[config.mk]
export PLATFORM = sky130hd
export DESIGN_NAME = c3_pool_window_packer
export DESIGN_NICKNAME = d
export VERILOG_FILES = /design/src/rtl/c3_pool_window_packer.sv
export SDC_FILE = /design/constraint.sdc
export NUM_CORES = 2
export LEC_CHECK = 0
export CORE_UTILIZATION = 45
export DETAILED_ROUTE_END_ITERATION = 6
export PLACE_DENSITY_LB_ADDON = 0.12
export SYNTH_ARGS = -nofsm -noshare
export SYNTH_HDL_FRONTEND = slang
export SYNTH_SLANG_ARGS = --single-unit
[constraint.sdc]
create_clock -name clk -period 11.6 [get_ports clk]
set_input_delay 1.74 -clock clk [delete_from_list [all_inputs] [get_ports clk]]
set_output_delay 1.74 -clock clk [all_outputs]
set_load 0.005 [all_outputs]
[src/rtl/c3_pool_window_packer.sv]
// c3_pool_window_packer
//   Producer side of the C3 pooling interface. Takes 16ch x 8b conv pixels in
//   raster order. It keeps the even rows in a line buffer and the odd-row
//   even-column pixel in a hold register. On each odd/odd pixel it emits a 2x2
//   window. Each channel's window is packed as {TL,TR,BL,BR}.
// Ports
//   clk, rst        clock; synchronous active-high reset
//   c3_frame_start  pulse, forces the current/next pixel position to (0,0)
//   c3_conv_valid   pixel present on c3_conv_in
//   c3_conv_in      ch k at [8k+7:8k]
//   c3_reg_valid    1-cycle pulse, window on c3_reg_out (1 clk after accept)
//   c3_reg_out      ch k at [32k+31:32k] = {TL,TR,BL,BR}; held between pulses
//   c3_frame_done   coincident with the last full window of the frame

// Per-channel slice: line buffer, bottom-left hold and output word.
module c3_pool_lane #(
  parameter int MAP_W = 10,
  parameter int CW    = 4
) (
  input  logic          clk,
  input  logic          rst,
  input  logic          buf_we,
  input  logic          hold_we,
  input  logic          fire,
  input  logic [CW-1:0] col,
  input  logic [7:0]    din,
  output logic [31:0]   word
);
  logic [MAP_W-1:0][7:0] line_buf;
  logic [7:0]            hold;
  logic [CW-1:0]         col_left;

  // fire only happens on odd columns, so the left neighbour is col with bit 0 cleared
  assign col_left = col & ~CW'(1);

  // storage carries no reset: every entry is rewritten before it is read
  always_ff @(posedge clk) begin
    if (buf_we)  line_buf[col] <= din;
    if (hold_we) hold          <= din;
  end

  always_ff @(posedge clk) begin
    if (rst)       word <= '0;
    else if (fire) word <= {line_buf[col_left], line_buf[col], hold, din};
  end
endmodule

module c3_pool_window_packer #(
  parameter int MAP_W = 10,
  parameter int MAP_H = 10
) (
  input  logic         clk,
  input  logic         rst,
  input  logic         c3_frame_start,
  input  logic         c3_conv_valid,
  input  logic [127:0] c3_conv_in,
  output logic         c3_reg_valid,
  output logic [511:0] c3_reg_out,
  output logic         c3_frame_done
);
  localparam int NUM_LANES = 16;
  localparam int VEC_W     = 8;
  localparam int STAGES    = 0;
  localparam int CW        = $clog2(MAP_W);
  localparam int RW        = $clog2(MAP_H);
  localparam logic [CW-1:0] COL_LAST = CW'(MAP_W - 1);
  localparam logic [RW-1:0] ROW_LAST = RW'(MAP_H - 1);
  // last emitted window position; a trailing odd column/row is never emitted
  localparam logic [CW-1:0] COL_WIN  = CW'(2 * (MAP_W / 2) - 1);
  localparam logic [RW-1:0] ROW_WIN  = RW'(2 * (MAP_H / 2) - 1);

  logic [NUM_LANES-1:0][VEC_W-1:0]   px;
  logic [NUM_LANES-1:0][4*VEC_W-1:0] words;
  logic [CW-1:0] col, col_eff, col_nxt;
  logic [RW-1:0] row, row_eff, row_nxt;
  logic          buf_we, hold_we, fire, last;
  logic [STAGES:0] vld_pipe;
  logic            done_q;

  assign px         = c3_conv_in;
  assign c3_reg_out = words;

  // frame_start makes this cycle's pixel (if any) position (0,0)
  assign col_eff = c3_frame_start ? '0 : col;
  assign row_eff = c3_frame_start ? '0 : row;

  assign buf_we  = c3_conv_valid & ~rst & ~row_eff[0];
  assign hold_we = c3_conv_valid & ~rst &  row_eff[0] & ~col_eff[0];
  assign fire    = c3_conv_valid & ~rst &  row_eff[0] &  col_eff[0];
  assign last    = fire & (row_eff == ROW_WIN) & (col_eff == COL_WIN);

  always_comb begin
    col_nxt = col_eff;
    row_nxt = row_eff;
    if (c3_conv_valid) begin
      if (col_eff == COL_LAST) begin
        col_nxt = '0;
        row_nxt = (row_eff == ROW_LAST) ? '0 : row_eff + RW'(1);
      end else begin
        col_nxt = col_eff + CW'(1);
      end
    end
  end

  always_ff @(posedge clk) begin
    if (rst) begin
      col      <= '0;
      row      <= '0;
      vld_pipe <= '0;
      done_q   <= 1'b0;
    end else begin
      col      <= col_nxt;
      row      <= row_nxt;
      vld_pipe <= fire;
      done_q   <= last;
    end
  end

  assign c3_reg_valid  = vld_pipe[STAGES];
  assign c3_frame_done = done_q;

  for (genvar k = 0; k < NUM_LANES; k++) begin : g_lane
    c3_pool_lane #(.MAP_W(MAP_W), .CW(CW)) u_lane (
      .clk     (clk),
      .rst     (rst),
      .buf_we  (buf_we),
      .hold_we (hold_we),
      .fire    (fire),
      .col     (col_eff),
      .din     (px[k]),
      .word    (words[k])
    );
  end
endmodule

==> out/summary.md <==
The run finished, with violations left. The checks that failed: slew limit. The sequential cell area fraction in the yosys report was 0.7368; the layout-stage area growth over the synthesis result was 19.82%. The first routing iteration left 4,843 violations. Setup repair after global routing left no endpoint under its margin. The post-CTS repair timing setup buffer count was 0; the headroom to the max-slew limit was -0.04154. The detailed-route wire length per cell was 28.68 um; the die span in y was 400.8 um. The logs give 0.2734 for the total global routing track utilization and 0.7707 for the placer congestion estimate. The post-synthesis async set-or-reset flop share came out at 0.

The initialized floorplan defines 145 standard-cell rows. The critical register-to-register path startpoint was col[0]$_SDFF_PP0_. The library cells used most frequently in the layout, excluding fill and tap cells, are 1,408 x sky130_fd_sc_hd__edfxtp_1, 643 x sky130_fd_sc_hd__clkdlybuf4s50_1, 583 x sky130_fd_sc_hd__a21oi_1. The mean instance size in the synthesized netlist is 13.98 um2. For the worst hold margin, the log shows 0.4508 ns. Clock skew on the completed layout was measured at 0.02882 ns. The cell area that synthesis handed to floorplanning was 71,570 um2. By startpoint and endpoint, the worst setup path is classified as in2reg.

Once layout is complete, the cells apart from fillers number 7,839. Max-slew violation count: 47. The logs give 224,800 um for the total routed wirelength and 1,930 for the number of sinks handled by clock tree synthesis.

The final clock period utilization by the worst path is 0.4531. The share of cells above drive strength 1 is 0.09100. For this design, the CTS-stage hold fixing added 0 buffers. In this run, placement finished with an instance count of 7,460.

Switching part of the total power: 0.2128. Entering global routing, the biggest net connects 210 pins. The number of buffer cells added on primary ports is 645, and the number of synthesized flops with an enable pin is 1,408. The number of nets handed over by synthesis was 5,251. The run gives 14.04 mW as the power after layout. The number of storage elements in the synthesis netlist is 1,930. The cell area power density came out at 163.8 nW/um2. The wire length of the first global-routing pass was 325,500 um. Tracing the worst setup path back leads to its startpoint at c3_frame_start.

Summed over all nets, the switching power comes to 2.988 mW. The number of gates resized after CTS was 0. Across all setup checks in the final design, the least slack found is 6.344 ns. The clock transition at the registers of the reported paths was 0.06 ns. Counting distinct cell types in the post-synthesis netlist gives 63. The library cell used most frequently in the layout, excluding fill and tap cells, is sky130_fd_sc_hd__edfxtp_1. The worst hold path begins at g_lane[13].u_lane.word[0]$_SDFFE_PP0P_. The via count of the routed design was 47,620; the sum of overflow across all layers after global routing was 0.

The number of clock buffers added by TritonCTS is 198. The relative contribution of the clock network to total power is 0.440. The tools report the maximum buffer depth of the clock tree as 3.

The tools report the static power due to leakage as 27.00 nW. Synthesis handed over a netlist of 5,119 instances. Total count of hold-check failures in the final report: 0. The logs give 0 ns for the post-route setup TNS and 46,210 for the via count of the first global-routing pass. Data on the critical path is required at its endpoint by 12.09 ns.

After legalization and detailed placement, the total HPWL measured 119,800 um. Critical path capture point type: a flip-flop. Post-layout net count: 5,734.

The worst setup path is launched from an input pin. For this run, the top clock speed supported by timing is 0.1903 GHz. Worst voltage drop across the vdd grid: 156.4 uV. Along the worst path, the maximum fanout reaches 58.

Data arrives at the worst endpoint at 5.74 ns. The most common flop cell mapped by yosys was sky130_fd_sc_hd__edfxtp_1. The pre-CTS setup slack came out at 5.584 ns.

The tools report the starting density of the core as 0.4555. The max capacitance violation total was 0; the die boundary width was 400.8 um. For the core outline area, the log shows 157,100 um2. The logs give 5 for the initial antenna violation count and 11.06 mW for the design internal power. The tools report the remaining routing DRC violations as 0. The logs give 0 for the number of nets with antenna violations after detailed routing and 4 for the maximum level of the CTS H-tree. At the pin with the least slew margin, the transition time is 1.562 ns.

The tightest min-delay check is of the reg2reg type. The combinational cell fraction of total power is 0.030, and the first-pass detailed-route iteration total is 6. The final setup violation count came out at 0. Dividing the detail-routed via count by the number of cells gives 6.075. For this run, the number of Yosys warnings is 0. TritonCTS built the clock tree. The CTS root buffer was sky130_fd_sc_hd__clkbuf_16.

The later pin in the worst-skew pair is clocked with a latency of 0.83 ns. For the sequential share of power, the log shows 0.530. The routed design could run at a clock period as short as 5.256 ns.

During I/O placement, the number of pins put on the boundary was 646. The overall die area is 160,600 um2.
==> flip-flops by register name, indices dropped and copies added, names as in the netlist <==
register,flops
c3_reg_valid,1
col,4
g_lane.u_lane.hold,128
row,4
g_lane.u_lane.word,512
g_lane.u_lane.line_buf,1280
c3_frame_done,1
==> area by class of cell <==
class	count	area [um2]
Timing Repair Buffer	727	7166
Multi-Input combinational cell	2721	16840
Clock buffer	308	5680
Tap cell	2058	2575
Antenna cell	1	2.502
Inverter	24	107.6
Fill cell	13010	71360
Sequential cell	1930	52740
Clock inverter	70	645.6
==> cell usage after synthesis (all sizes together) (6+ instances only) <==
| cell type | number | share of area |
|---|---|---|
| a211o | 54 | 0.0066 |
| nor2 | 108 | 0.0057 |
| inv | 23 | 0.0012 |
| nor2b | 6 | 0.00052 |
| a41oi | 7 | 0.00086 |
| nand2b | 20 | 0.0017 |
| a311oi | 23 | 0.0028 |
| and3 | 11 | 0.00096 |
| clkbuf | 202 | 0.011 |
| a22oi | 156 | 0.016 |
| mux2 | 33 | 0.0052 |
| o2bb2ai | 11 | 0.0013 |
| nor3 | 33 | 0.0024 |
| nand3b | 98 | 0.010 |
| mux2i | 38 | 0.0053 |
| nand3 | 53 | 0.0037 |
| a21oi | 583 | 0.041 |
| a221oi | 143 | 0.017 |
| nand2 | 551 | 0.029 |
| nor3b | 13 | 0.0017 |
| dfxtp | 522 | 0.15 |
| edfxtp | 1408 | 0.59 |
| a22o | 95 | 0.012 |
| buf | 242 | 0.019 |
| o221ai | 16 | 0.0020 |
| and2 | 7 | 0.00061 |
| o21ai | 168 | 0.012 |
| o2111ai | 25 | 0.0031 |
| o22a | 12 | 0.0015 |
| o22ai | 13 | 0.0011 |
| a31oi | 106 | 0.0093 |
| a2bb2oi | 18 | 0.0022 |
| a31o | 128 | 0.016 |
| a211oi | 148 | 0.016 |
| o32a | 13 | 0.0018 |
| a2111oi | 10 | 0.0012 |
==> per-stage QoR <==
stage                     area (um2)  utilization
after floorplan                71580            -
after global placement         79420       0.5055
after detailed placement       79420       0.5055
after CTS                      85750       0.5458
after global routing           85750       0.5458
final                          85750       0.5458
==> critical path, stage by stage <==
cell                       delay (ns)
sky130_fd_sc_hd__buf_6           0.49
sky130_fd_sc_hd__buf_4           0.60
sky130_fd_sc_hd__nand2b_4        0.78
sky130_fd_sc_hd__buf_4           0.92
sky130_fd_sc_hd__nor3_4          0.06
sky130_fd_sc_hd__buf_4           0.41
sky130_fd_sc_hd__buf_4           0.46
==> cells by family (layout without fill, tap and decap cells) <==
family                 Yosys count  in the layout  synth area share
flip-flops                    1930           1930            0.7368
AO/OA/AOI/OAI                 1738           1738            0.1640
AND/OR/NAND/NOR                909            909           0.05762
buffers and inverters          468           1129           0.03072
multiplexers                    71             71           0.01051
XOR/XNOR                         3              3         0.0003672
other                            0              1                 0
==> final timing paths <==
kind	cells past startpoint	endpoint	slack [ns]
hold reg to reg	2	g_lane[13].u_lane.word[0]$_SDFFE_PP0P_	0.45
setup / recovery	7	g_lane[15].u_lane.line_buf[51]$_DFFE_PP_	6.34
hold / removal	2	g_lane[13].u_lane.word[0]$_SDFFE_PP0P_	0.45
setup reg to reg	5	g_lane[11].u_lane.line_buf[9]$_DFFE_PP_	6.69
==> power by group through the flow <==
| stage | registers (mW) | logic [mW] | clock network [mW] |
|---|---|---|---|
| after floorplan | 7.59 | 0.184 | 0 |
| after global placement | 7.59 | 0.415 | 0 |
| after detailed placement | 7.59 | 0.418 | 0 |
| after CTS | 7.44 | 0.419 | 6.27 |
| after global routing | 7.44 | 0.443 | 6.54 |
| final | 7.45 | 0.420 | 6.18 |
==> per-layer routing <==
layer	wire (um)	share of wire	vias up	global-route usage
li1	-	-	20900	-
met1	96200	0.43	24460	0.3807
met2	107000	0.48	1969	0.4441
met3	17550	0.078	296	0.05328
met4	4068	0.018	2	0.05897
met5	13	0.000058	-	0
Power figures use the tool's default switching activity.
